==> src/rtl/it_pkg.sv <==
// Shared ITSTATE field layout, condition codes, APSR bit positions and
// the condition/advance helpers used by pre-decode and execute.
package it_pkg;

  localparam int IT_W = 8;

  // Condition codes used by name in the decode logic
  localparam logic [3:0] COND_AL = 4'hE;
  localparam logic [3:0] COND_NV = 4'hF;

  // APSR bit positions in the {N,Z,C,V,Q} vector
  localparam int APSR_N = 4;
  localparam int APSR_Z = 3;
  localparam int APSR_C = 2;
  localparam int APSR_V = 1;

  // Evaluate a 4-bit condition code against the APSR flags.
  // Odd codes invert the even base, except 1111 which always passes.
  function automatic logic cond_pass(input logic [3:0] cond, input logic [4:0] apsr);
    logic r;
    case (cond[3:1])
      3'b000:  r = apsr[APSR_Z];
      3'b001:  r = apsr[APSR_C];
      3'b010:  r = apsr[APSR_N];
      3'b011:  r = apsr[APSR_V];
      3'b100:  r = apsr[APSR_C] & ~apsr[APSR_Z];
      3'b101:  r = (apsr[APSR_N] == apsr[APSR_V]);
      3'b110:  r = (apsr[APSR_N] == apsr[APSR_V]) & ~apsr[APSR_Z];
      default: r = 1'b1;
    endcase
    if (cond[0] && (cond != COND_NV)) r = ~r;
    return r;
  endfunction

  // Step ITSTATE to the next slot; the last slot clears the block.
  // Only the low five bits shift so the base condition [7:5] is kept.
  function automatic logic [IT_W-1:0] it_advance(input logic [IT_W-1:0] it);
    if (it[2:0] == 3'b000) return '0;
    return {it[7:5], it[3:0], 1'b0};
  endfunction

endpackage

==> src/rtl/it_cond_eval.sv <==
// Combinational condition evaluator: cond + APSR -> pass.
module it_cond_eval
  import it_pkg::*;
(
  input  logic [3:0] cond,
  input  logic [4:0] apsr,
  output logic       pass
);

  assign pass = cond_pass(cond, apsr);

endmodule

==> src/rtl/it_seq_dec.sv <==
// Thumb-2 pre-decode stage: tracks ITSTATE, evaluates IT/branch
// conditions and replaces failing or UNPREDICTABLE ops with NULL_INST.
module it_seq_dec
  import it_pkg::*;
#(
  parameter int               INST_W        = 32,
  parameter logic [INST_W-1:0] NULL_INST    = '0,
  parameter bit               ALLOW_LAST_BR = 1'b1
) (
  input  logic              clk,
  input  logic              rst_n,
  input  logic              flush,
  input  logic              it_restore,
  input  logic [7:0]        it_restore_val,
  input  logic [4:0]        apsr,
  input  logic              apsr_busy,
  input  logic              in_valid,
  output logic              in_ready,
  input  logic [INST_W-1:0] inst_in,
  output logic              out_valid,
  input  logic              out_ready,
  output logic [INST_W-1:0] inst_out,
  output logic              out_null,
  output logic              out_unpred,
  output logic              out_in_it,
  output logic              out_it_last,
  output logic [7:0]        itstate
);

  // Top halfword of the fetched word holds the first Thumb halfword
  logic [7:0] op_hi;
  logic       is_b_t1, is_b_t3, is_bcond, is_it;
  logic [3:0] b_cond;
  logic       b_uncond;
  logic       in_it, it_last;
  logic       it_pass, b_pass;
  logic       stall, accept;
  logic       d_null, d_unpred, d_load;

  assign op_hi    = inst_in[INST_W-1 -: 8];
  // 1101cccc with cccc=111x is UDF/SVC, not a branch
  assign is_b_t1  = (op_hi[7:4] == 4'hD) && (op_hi[3:1] != 3'b111);
  assign is_b_t3  = (op_hi[7:3] == 5'b11110) && (inst_in[INST_W-17 -: 2] == 2'b10)
                    && !inst_in[INST_W-20];
  assign is_bcond = is_b_t1 | is_b_t3;
  assign b_cond   = is_b_t1 ? op_hi[3:0] : inst_in[INST_W-7 -: 4];
  assign b_uncond = (b_cond[3:1] == COND_AL[3:1]);
  // IT with a zero mask is a hint and passes straight through
  assign is_it    = (op_hi == 8'hBF) && (inst_in[INST_W-13 -: 4] != 4'h0);

  assign in_it    = (itstate[3:0] != 4'h0);
  assign it_last  = in_it && (itstate[2:0] == 3'b000);

  it_cond_eval u_it_cond (
    .cond (itstate[7:4]),
    .apsr (apsr),
    .pass (it_pass)
  );

  it_cond_eval u_b_cond (
    .cond (b_cond),
    .apsr (apsr),
    .pass (b_pass)
  );

  // Only ops whose fate depends on flags wait for a pending flag update
  assign stall    = apsr_busy & (in_it | is_bcond);
  assign in_ready = rst_n & (~out_valid | out_ready) & ~stall & ~flush & ~it_restore;
  assign accept   = in_valid & in_ready;

  // Classify the incoming op into load-IT / UNPREDICTABLE / nullify
  always_comb begin
    d_null   = 1'b0;
    d_unpred = 1'b0;
    d_load   = 1'b0;
    if (is_it && !in_it) begin
      d_load = 1'b1;
      d_null = 1'b1;
    end else if (in_it && (is_it ||
             (is_bcond && !(ALLOW_LAST_BR && it_last && b_uncond)))) begin
      d_unpred = 1'b1;
      d_null   = 1'b1;
    end else if (in_it) begin
      d_null = ~it_pass;
    end else if (is_bcond) begin
      d_null = ~b_pass;
    end
  end

  // ITSTATE register: flush clears, restore overrides, accept loads/advances
  always_ff @(posedge clk) begin
    if (!rst_n) begin
      itstate <= '0;
    end else if (flush) begin
      itstate <= '0;
    end else if (it_restore) begin
      itstate <= it_restore_val;
    end else if (accept) begin
      if (d_load)     itstate <= inst_in[INST_W-9 -: 8];
      else if (in_it) itstate <= it_advance(itstate);
    end
  end

  // Output register: load on accept, hold under backpressure, drop on flush
  always_ff @(posedge clk) begin
    if (!rst_n) begin
      out_valid   <= 1'b0;
      inst_out    <= NULL_INST;
      out_null    <= 1'b0;
      out_unpred  <= 1'b0;
      out_in_it   <= 1'b0;
      out_it_last <= 1'b0;
    end else if (flush) begin
      out_valid <= 1'b0;
    end else if (accept) begin
      out_valid   <= 1'b1;
      inst_out    <= d_null ? NULL_INST : inst_in;
      out_null    <= d_null;
      out_unpred  <= d_unpred;
      out_in_it   <= in_it;
      out_it_last <= it_last;
    end else if (out_ready) begin
      out_valid <= 1'b0;
    end
  end

endmodule

==> config.mk <==
export PLATFORM = sky130hd
export DESIGN_NAME = it_seq_dec
export DESIGN_NICKNAME = d
export VERILOG_FILES = /design/src/rtl/it_pkg.sv /design/src/rtl/it_cond_eval.sv /design/src/rtl/it_seq_dec.sv
export SDC_FILE = /design/constraint.sdc
export NUM_CORES = 1
export LEC_CHECK = 0
export ABC_AREA = 1
export CELL_PAD_IN_SITES_DETAIL_PLACEMENT = 1
export CELL_PAD_IN_SITES_GLOBAL_PLACEMENT = 2
export CORE_UTILIZATION = 24
export DETAILED_ROUTE_END_ITERATION = 8
export GPL_TIMING_DRIVEN = 0
export PLACE_DENSITY_LB_ADDON = 0.1
export SETUP_SLACK_MARGIN = 0.2
export SYNTH_ARGS = -nofsm -noshare
export SYNTH_HDL_FRONTEND = slang
export SYNTH_SLANG_ARGS = --single-unit
==> constraint.sdc <==
create_clock -name clk -period 3.1 [get_ports clk]
set_input_delay 0.31 -clock clk [delete_from_list [all_inputs] [get_ports clk]]
set_output_delay 0.31 -clock clk [all_outputs]
set_load 0.05 [all_outputs]
## After elaboration in Yosys (flattened, before gate mapping)

Index checks and enable logic that the tools add are counted.

- Flip-flop bits (word level): 45
- Input bits: 52
- Output and inout bits: 46
- Word-level logic and storage cells: 106

- Equality and inequality tests: 21
- Muxes and demuxes: 28
- Bitwise gates (word level): 21
- Reductions and logical operators: 28

Operators by type and width:

| operator | number |
|---|---|
| $mux 8 | 6 |
| $mux 32 | 1 |
| $eq 3x3->1 const B | 7 |
| $mux 1 | 18 |
| $pmux 1 s7 | 2 |
| $eq 3x2->1 const B | 4 |
| $logic_and 1x1->1 | 11 |
| $not 1->1 | 10 |
| $logic_not 3->1 | 3 |
| $and 1x1->1 | 8 |
| $eq 8x8->1 const B | 1 |
| $ne 4x4->1 const B | 2 |
| $reduce_bool 4->1 | 2 |
| $eq 3x1->1 const B | 2 |
| $reduce_bool 3->1 | 2 |
| $eq 5x5->1 const B | 1 |
| $eq 4x4->1 const B | 1 |
| $mux 4 | 1 |
| $reduce_and 2->1 | 2 |
| $reduce_bool 2->1 | 2 |
| $logic_not 1->1 | 3 |
| $ne 3x3->1 const B | 1 |
| $or 1x1->1 | 3 |
| $reduce_and 3->1 | 1 |
| 4 further kinds | 4 |

## Longest topological paths before layout

- Depth after elaboration: 20
- Mapped depth: 16
- Gate-level depth less buffers: 15

## Modules after synthesis

Synthesis repeated with hierarchy kept, for this count alone.

- Cell total of the unflattened synthesis: 355
- Area total of the unflattened synthesis: 2419.8 um^2

By module, submodules not included:

| module | instances | cells each | area an instance (um^2) | sequential area each (um^2) |
|---|---|---|---|---|
| it_seq_dec | 1 | 299 | 2174.6 | 900.9 |
| it_cond_eval | 2 | 28 | 122.6 | 0.0 |

## Worst setup path before layout

OpenSTA, ideal clock, no wires.

- Path type: reg2reg
- From: register itstate[6]
- To: register inst_out[20]
- Setup time: 119 ps
- Arrival: 1796 ps
- Data required time: 2981 ps
- Setup slack: 1185 ps
- Stages on the path, launching flop included: 15
- Buffers on the path: 1
- Clock period less this slack: 1915 ps
- Path through: dfxtp_1 -> inv_1 -> nand2_1 -> nor3_1 -> a21oi_1 -> nand3_1 -> nand2_1 -> nand3b_1 -> nand2_1 -> nor2_1 -> nand2_1 -> nand2_2 -> nand2_4 -> buf_6 -> nor2_2

- Longest elaborated chain between the ends: 9

RTL lines:

| element | line | text |
|---|---|---|
| start, declared | it_seq_dec.sv:27 | `output logic [7:0] itstate` |
| start signal, assigned | it_seq_dec.sv:97 | `itstate <= it_restore_val;` |
| start signal, assigned | it_seq_dec.sv:99 | `if (d_load) itstate <= inst_in[INST_W-9 -: 8];` |
| start signal, assigned | it_seq_dec.sv:100 | `else if (in_it) itstate <= it_advance(itstate);` |
| $eq 3x3->1 (tied with other cells) | it_pkg.sv:21 | `case (cond[3:1])` |
| $pmux 1 s7 | it_pkg.sv:21 |  |
| $not 1->1 | it_pkg.sv:31 | `if (cond[0] && (cond != COND_NV)) r = ~r;` |
| $mux 1 * | it_pkg.sv:31 |  |
| $not 1->1 * | it_seq_dec.sv:84 | `d_null = ~it_pass;` |
| $mux 1 * | it_seq_dec.sv:83 | `end else if (in_it) begin` |
| $mux 1 * | it_seq_dec.sv:79 | `end else if (in_it && (is_it \|\|` |
| $mux 1 * | it_seq_dec.sv:76 | `if (is_it && !in_it) begin` |
| $mux 32 * | it_seq_dec.sv:117 | `inst_out <= d_null ? NULL_INST : inst_in;` |
| end signal, assigned | it_seq_dec.sv:117 |  |
| end, declared | it_seq_dec.sv:22 | `output logic [INST_W-1:0] inst_out,` |

Mark *: on every way between the ends. The rest lies on a longest branch, timed or not.
A chain may end at the register's enable or synchronous reset.

## Worst setup path after layout

- From: input rst_n
- To: output in_ready

- Longest elaborated chain between the ends: 4

RTL lines:

| element | line | text |
|---|---|---|
| start, declared | it_seq_dec.sv:11 | `input logic rst_n,` |
| $and 1x1->1 (4 in a row) | it_seq_dec.sv:68 | `assign in_ready = rst_n & (~out_valid \| out_ready) & ~stall & ~flush & ~it_restore;` |
| end, declared | it_seq_dec.sv:18 | `output logic in_ready,` |

No other way between the ends.

==> reports/metrics.yaml <==
outcome: "completed"
post_cts_buffers: 0
crit_arrival_ns: 2.13
setup_viol: 0
max-cap-violations: 0
fp-row-count: 35
grt_overflow: 0
clkTransAtPathRegs_ns: 0.09
syn-instance-count: 305
coreArea_um2: 9328
critPathRequiredTime_ns: 2.79
period_needed_ns: 2.445
cts.sinks: 45
ctsHoldBuffers: 0
hold_depth: 2
p_switching_uw: 407.8
die_w_um: 100.5
worstSetupPathType: "input pin to output pin"
timing_max_transition_violations_final: 0
drive_gt1_share_pct: 15.40
synth-adder-area-share_pct: 0
leakage_nw: 1.534
syn_to_final_growth_pct: 54.25
antenna_found_initial: 0
routabilityCongestion: 0.7381
crit-reg2reg-launch: "itstate[0]"
io_pins: 98
hold_start: "out_null"
whs_endpoint: "out_null"
tightest_slew_ns: 0.5396
r2r_end: "itstate[7]"
drt_iter0_markers: 41
worstPathMaxFanout: 6
max_freq_ghz: 0.4091
intPower_mw: 1.044
synth_top_family_by_area: "simple AND/OR/NAND/NOR gates"
drc: 0
io_buffers: 96
switching_share_pct: 28.08
fin_setup_tns_ns: 0
track_usage_pct: 16.09
yosys.cell_types.count: 33
grt_pass1_vias: 2481
syn-cell-area_um2: 2327
rr_worst_depth: 9
grt_pass1_wl_um: 12530
insertion_delay_ns: 0.30
finalCritPeriodShare_pct: 78.86
final_antenna_net_count: 0
avgSynthCellArea_um2: 7.630
synth_compound_area_share_pct: 11.51
antenna_cells: 0
p_per_area_nw_per_um2: 404.5
endpoint_kind: "output pin"
yosys.area_share.xor_xnor_pct: 0.3763
start_kind: "input pin"
finClkSkew_ns: 0.006687
syn-num-nets: 357
synth_seq_cells: 45
cts_tree: "yes"
ff2ff_setup_slack_ns: 1.06
cts_max_path_buffers: 2
slew_headroom_pct: 63.91
hold_violations: 0
die_area_um2: 10090
seqPwrFrac_pct: 41.6
yosys.area_share.simple_pct: 31.45
vias: 2374
avgRoutedWirePerCell_um: 14.11
ir_worst_vdd_uv: 303.2
cts-resized-gates: 0
dr.pass1.iters: 4
wirelength_um: 7593
grt_start_max_net_pins: 16
htree_levels: 2
power_frac_clock_pct: 38.1
rsz0062_at_grt: "false"
muxShareOfSynthArea_pct: 9.892
die_y_um: 100.5
hpwl_um: 6050
holdWs_ns: 0.4772
yosys_warnings: 0
p_comb_share_pct: 20.3
cts-root-buf: "clkbuf_8"
layout.nets: 460
ys_seq_area_share_pct: 38.71
numCtsBuffers: 5
start_util_pct: 24.95
via_per_inst: 4.413
hp-class: "register to register"
## registers in the layout, indices dropped and copies added, names as in the netlist
name,count
out_null,1
inst_out,32
out_valid,1
out_in_it,1
itstate,8
out_unpred,1
out_it_last,1
## worst max-delay path, stage by stage
cell and delay (ns):
clkdlybuf4s50_1 0.62, inv_2 0.07, nor2_2 0.23, inv_1 0.21, nor3_2 0.16, nand2_1 0.07, inv_1 0.05, dlymetal6s2s_1 0.41
## logic make-up after synthesis
kind of cell	count (synthesis)
multiplexers	23
flip-flops	45
buffers and inverters	40
XOR/XNOR	1
AO/OA/AOI/OAI	48
AND/OR/NAND/NOR	148
## cell usage in the layout, fill, tap and decap left out, types with 2 or more instances in the layout
cell type and count:
clkdlybuf4s50_1 95, nand2_1 58, dfxtp_1 45, nor2_2 32
inv_1 29, mux2i_1 23, o21ai_0 22, nor2_1 18
nand3_1 17, a21oi_1 14, nand2_2 6, nand4_1 6
clkbuf_8 5, nor3_1 4, buf_6 4, buf_2 4
nor3_2 2, o21ai_1 2, o21ai_2 2, o31ai_1 2
bufinv_16 2
## synthesized netlist by cell type (all sizes together)
| cell | n | share of area, % |
|---|---|---|
| o221ai | 1 | 0.38 |
| o21ai | 26 | 5.9 |
| o211ai | 1 | 0.32 |
| clkbuf | 1 | 0.16 |
| a22oi | 1 | 0.32 |
| o31ai | 2 | 0.64 |
| nand3b | 1 | 0.32 |
| nor3 | 6 | 1.7 |
| a31oi | 1 | 0.27 |
| xor2 | 1 | 0.38 |
| nand4 | 6 | 1.6 |
| nor2 | 51 | 12 |
| o21a | 1 | 0.32 |
| buf | 8 | 2.8 |
| mux2i | 23 | 9.9 |
| a211oi | 1 | 0.32 |
| dfxtp | 45 | 39 |
| inv | 31 | 5.1 |
| nor4 | 1 | 0.27 |
| nand3 | 18 | 4.1 |
| a21oi | 14 | 3.0 |
| nand2 | 65 | 11 |
## routing by layer
layer	track usage (%)	vias up	part of all wire [%]
li1	-	1207	-
met1	20.74	1107	47
met2	26.40	55	47
met3	4.577	5	5.9
met4	4.125	0	0.97
met5	0	-	0
## metrics by stage
stage          worst slack, ns  utilization, %  instance area (um2)  total power, mW  instances
4_1_cts                 0.2671           38.46                 3587            1.486        538
3_5_place_dp            0.2733           36.98                 3450           0.9157        530
3_3_place_gp            0.2701           36.98                 3450           0.9137        530
6_report                0.6554           38.48                 3590            1.452        538
2_1_floorplan            1.185               -                 2327           0.7790        305
5_1_grt                 0.4262           38.48                 3590            1.527        538
## cell type report
type	instances	area (um2)
Buffer	9	68.82
Fill cell	1133	5738
Sequential cell	45	900.9
Multi-Input combinational cell	220	1239
Clock inverter	3	68.82
Timing Repair Buffer	96	963.4
Inverter	31	118.9
Clock buffer	5	68.82
Tap cell	129	161.4
## power by group through the flow
stage	Sequential, mW	Clock [mW]	Combinational [mW]
final	0.604	0.554	0.294
after global routing	0.606	0.599	0.322
after CTS	0.604	0.582	0.300
after detailed placement	0.617	0	0.298
after global placement	0.617	0	0.297
after floorplan	0.668	0	0.111
## worst max path at each step
stage                startpoint  slack [ns]           end  cells past startpoint
finish                    rst_n        0.66      in_ready                      8
global route        inst_in[25]        0.43  inst_out[23]                     13
CTS                       rst_n        0.27      in_ready                      8
detailed placement        rst_n        0.27      in_ready                      8
global placement          rst_n        0.27      in_ready                      8
floorplan            itstate[6]        1.19  inst_out[20]                     14
No activity file was read; power rests on OpenSTA's default activity.
